==> src/rtl/opc5ls_intc.sv <==
// OPC5LS interrupt controller: per-source sync/pending slices, mask/mode regs,
// lowest-index priority, registered active-low int_b. Optional macro: OPC5LS_INTC_SOFTSET_EN.

module opc5ls_intc_src (
    input  logic clk,
    input  logic reset_b,
    input  logic irq,
    input  logic edge_mode,
    input  logic clr,
    input  logic set,
    output logic pend
);
    logic [2:0] sync;
    logic       rise;
    logic       pend_nxt;

    assign rise = sync[1] & ~sync[2];

    // In edge mode a set (hardware edge or software) beats a same-cycle clear.
    always_comb begin
        if (edge_mode) pend_nxt = rise | set | (pend & ~clr);
        else           pend_nxt = set | sync[1];
    end

    always_ff @(posedge clk or negedge reset_b) begin
        if (!reset_b) begin
            sync <= '0;
            pend <= 1'b0;
        end else begin
            sync <= {sync[1:0], irq};
            pend <= pend_nxt;
        end
    end
endmodule

module opc5ls_intc #(
    parameter int          NSRC      = 8,
    parameter logic [15:0] BASE_ADDR = 16'hFF00
) (
    input  logic            clk,
    input  logic            reset_b,
    input  logic            clken,
    input  logic [15:0]     address,
    input  logic [15:0]     wdata,
    input  logic            rnw,
    input  logic            vda,
    output logic [15:0]     rdata,
    output logic            rsel,
    input  logic [NSRC-1:0] irq_src,
    output logic            int_b
);
    logic            sel;
    logic            we;
    logic [2:0]      off;
    logic [NSRC-1:0] mask;
    logic [NSRC-1:0] mode;
    logic [NSRC-1:0] clr;
    logic [NSRC-1:0] set;
    logic [NSRC-1:0] pending;
    logic [NSRC-1:0] active;
    logic            id_valid;
    logic [3:0]      id_idx;
    logic            unused_wdata;

    assign sel = vda && (address[15:3] == BASE_ADDR[15:3]);
    assign off = address[2:0];
    assign we  = clken && sel && !rnw;
    assign unused_wdata = &{1'b0, wdata[15:NSRC]};

    assign clr = (we && off == 3'd0) ? wdata[NSRC-1:0] : '0;
`ifdef OPC5LS_INTC_SOFTSET_EN
    assign set = (we && off == 3'd4) ? wdata[NSRC-1:0] : '0;
`else
    assign set = '0;
`endif

    always_ff @(posedge clk or negedge reset_b) begin
        if (!reset_b) begin
            mask <= '0;
            mode <= '1;
        end else begin
            if (we && off == 3'd1) mask <= wdata[NSRC-1:0];
            if (we && off == 3'd2) mode <= wdata[NSRC-1:0];
        end
    end

    for (genvar g = 0; g < NSRC; g++) begin : g_src
        opc5ls_intc_src u_src (
            .clk       (clk),
            .reset_b   (reset_b),
            .irq       (irq_src[g]),
            .edge_mode (mode[g]),
            .clr       (clr[g]),
            .set       (set[g]),
            .pend      (pending[g])
        );
    end

    assign active = pending & mask;

    // Scan downward so the lowest-numbered active source is the last to win.
    always_comb begin
        id_valid = 1'b0;
        id_idx   = 4'd0;
        for (int i = NSRC - 1; i >= 0; i--) begin
            if (active[i]) begin
                id_valid = 1'b1;
                id_idx   = 4'(i);
            end
        end
    end

    always_ff @(posedge clk or negedge reset_b) begin
        if (!reset_b) int_b <= 1'b1;
        else          int_b <= ~(|active);
    end

    assign rsel = sel && rnw;

    always_comb begin
        rdata = '0;
        if (rsel) begin
            case (off)
                3'd0:    rdata[NSRC-1:0] = pending;
                3'd1:    rdata[NSRC-1:0] = mask;
                3'd2:    rdata[NSRC-1:0] = mode;
                3'd3:    rdata = {id_valid, 11'd0, id_idx};
                default: rdata = '0;
            endcase
        end
    end
endmodule

==> config.mk <==
export PLATFORM = sky130hd
export DESIGN_NAME = opc5ls_intc
export DESIGN_NICKNAME = d
export VERILOG_FILES = /design/src/rtl/opc5ls_intc.sv
export SDC_FILE = /design/constraint.sdc
export NUM_CORES = 1
export LEC_CHECK = 0
export ABC_CLOCK_PERIOD_IN_PS = 3300
export BUFFER_PORTS_ARGS = -buffer_cell sky130_fd_sc_hd__buf_2
export CORE_MARGIN = 5
export CORE_UTILIZATION = 54
export CTS_CLUSTER_SIZE = 24
export DETAILED_ROUTE_END_ITERATION = 16
export GPL_ROUTABILITY_DRIVEN = 0
export HOLD_SLACK_MARGIN = 0.15
export PLACE_DENSITY = 0.83
export SLEW_MARGIN = 25
export SYNTH_ARGS = -nofsm -noshare
export SYNTH_HDL_FRONTEND = slang
export SYNTH_SLANG_ARGS = --single-unit
==> constraint.sdc <==
create_clock -name clk -period 3.3 [get_ports clk]
set_input_delay 0.33 -clock clk [delete_from_list [all_inputs] [get_ports clk]]
set_output_delay 0.33 -clock clk [all_outputs]
set_load 0.03 [all_outputs]
==> qor.yml <==
setup_path:
  startpoint_type: "primary input"
  crit_type: "primary input to primary output"
  worstPathRequired_ns: 2.97
  crit_fanout: 11
  crit_arrival_ns: 2.03
  crit_path_end_kind: "primary output"
flow_run:
  cap_violations: 0
logic_synthesis:
  ys_warn_count: 0
  synth_edf_count: 0
  ys_ff_latch: 49
  syn_inst: 166
  ys_seq_area_frac: 0.586
  synth_cell_types: 33
  syn_avg_cell_area_um2: 12.7
  ys_async_sr_fraction: 1.00
  synth.cell_area_um2: 2110
  synth_flop_cell: "dfrtp_1"
min_path:
  holdCritPathClass: "primary input to flip-flop"
final_layout:
  final_area_um2: 2560
  syn2layout_area_growth_pct: 21.3
  final_cell_mix: "buf_2 (46), dfrtp_1 (40), mux2_2 (17), nor2_1 (14), nand2_1 (14)"
  drive_gt1_frac: 0.378
  antenna_cells: 0
  fin_nets: 269
  fillCellCount: 279
  final_cells: 273
  final_common_cell: "buf_2"
pwr:
  power_density_nw_per_um2: 447
  ir_drop_uv: 337
  p_leak_uw: 0.00118
clocking:
  cts-root-buf: "clkbuf_8"
  clock_sinks: 49
  path_clk_slew_ns: 0.08
  cts-htree-levels: 2
  cts_tree: "done"
  post-cts-setup-buffers: 0
  cts_made_buffers: 5
  clk_latency_ns: 0.29
  max-clock-path-buffers: 2
detailed_routing:
  wl_per_cell_um: 16.2
  vias: 1554
  postRouteAntennaNets: 0
  dr.pass1.iters: 4
  drc_errors: 0
  drt-total-wl_um: 4430
  avgViaCountPerCell: 5.69
  drt_iter0_markers: 157
timing:
  hold_violations: 0
  setup_viol: 0
  fin_worst_skew_ns: 0.00796
  slew_headroom: 0.510
  max_freq_ghz: 0.423
  min_period_over_period: 0.716
  min_period_ns: 2.36
  worstMarginPinSlew_ns: 0.732
  rsz0062_at_grt: "false"
  setup_tns_ns: 0
  maxSlewViolCount: 0
global_routing:
  antenna_found_initial: 0
  grt_pass1_wl_um: 7360
  gr-total-overflow: 0
  grt_pass1_vias: 1546
  grt_max_degree: 50
  grt_usage: 0.182
floorplan:
  row_count: 22
  io_pins: 63
  core_um2: 3720
  initial_core_util: 0.568
  die_w_um: 72.5
  die_h_um: 72.5
  dieArea_um2: 5260
placement:
  dpl.hpwl_um: 3020
  place_area_um2: 2350
  dp_cells: 256
  portBuffers: 47
run_status:
  run_status: "finished, final reports clean"
[sequential cells by signal (all words and copies together) (netlist names)]
register          cells
g_src.u_src.sync     24
g_src.u_src.pend      8
mask                  8
mode                  8
int_b                 1
[worst max-delay path: stages]
cell      delay (ns)
buf_2           0.10
nor4b_2         0.27
and4bb_2        0.49
nand3_1         0.34
a31oi_1         0.26
buf_2           0.23
[power by group]
part	switching [uW]	internal [uW]	total, uW
clock network	182	247	429
registers	10.6	620	631
logic	48.7	36.7	85.4
total	241	904	1150
[per-layer routing]
layer / routed length (um) / GRT usage / up-vias
met1: 1870 / 0.229 / 752
met2: 2030 / 0.280 / 66
li1: - / - / 729
met5: 0 / 0 / -
met3: 440 / 0.0540 / 7
met4: 83 / 0.102 / 0
[worst paths after layout]
kind                                         from                     end  slack, ns  depth (start not counted)
max in group asynchronous                 reset_b  g_src[7].u_src.sync[2]       2.30                          2
min reg2reg                g_src[5].u_src.sync[0]  g_src[5].u_src.sync[1]       0.35                          0
min                                      wdata[2]                 mode[2]       0.30                          2
min in group asynchronous                 reset_b                 mask[1]       0.59                          2
max                                    address[4]                rdata[0]       0.94                          6
max reg2reg                   g_src[7].u_src.pend                   int_b       2.11                          3
[stage by stage]
step	power (uW)	hold WS [ns]	utilization	setup WS, ns
final	1150	0.298	0.689	0.938
after detailed placement	719	0.335	0.633	0.977
after global routing	1200	0.285	0.689	0.783
after floorplan	681	0.0344	-	1.20
after CTS	1160	0.246	0.686	0.960
after global placement	717	0.332	0.633	0.978
[cell usage after synthesis, types with 2 or more instances]
library cell / number / share of area
a21oi_1: 6 / 0.014
a22o_1: 2 / 0.0083
a2bb2oi_1: 2 / 0.0083
a31oi_1: 2 / 0.0059
a32o_1: 8 / 0.038
and3b_1: 4 / 0.017
and4_1: 2 / 0.0083
buf_4: 8 / 0.028
clkbuf_1: 2 / 0.0036
dfrtp_1: 40 / 0.47
dfstp_2: 9 / 0.11
mux2_2: 17 / 0.091
mux2i_1: 7 / 0.033
nand2_1: 14 / 0.025
nand3_1: 2 / 0.0047
nand4_1: 11 / 0.033
nor2_1: 14 / 0.025
[layout make-up]
| class | instances | area [um2] | area share |
|---|---|---|---|
| multi-input combinational | 111 | 812 | 0.317 |
| timing repair buffer | 57 | 335 | 0.131 |
| clock buffer | 7 | 86.3 | 0.0337 |
| tap | 48 | 60.1 | 0.0234 |
| clock inverter | 1 | 30.0 | 0.0117 |
| sequential | 49 | 1240 | 0.483 |
[repair_timing]
item | 4_1_cts | 5_1_grt
hold buffers | 8 | 1
hold endpoints to repair | 8 | 40
setup endpoints to repair | 0 | 0
gates resized for setup | 0 | 0
[cells by family (layout without fill, tap and decap cells)]
kind of cell,Yosys count,after routing,share of synthesized area
AO/OA/AOI/OAI,25,25,0.0948
buffers and inverters,12,65,0.0397
other,1,7,0.00178
multiplexers,24,24,0.124
flip-flops,49,49,0.586
AND/OR/NAND/NOR,55,55,0.154
Note: power is estimated with default switching activity, not from simulation.
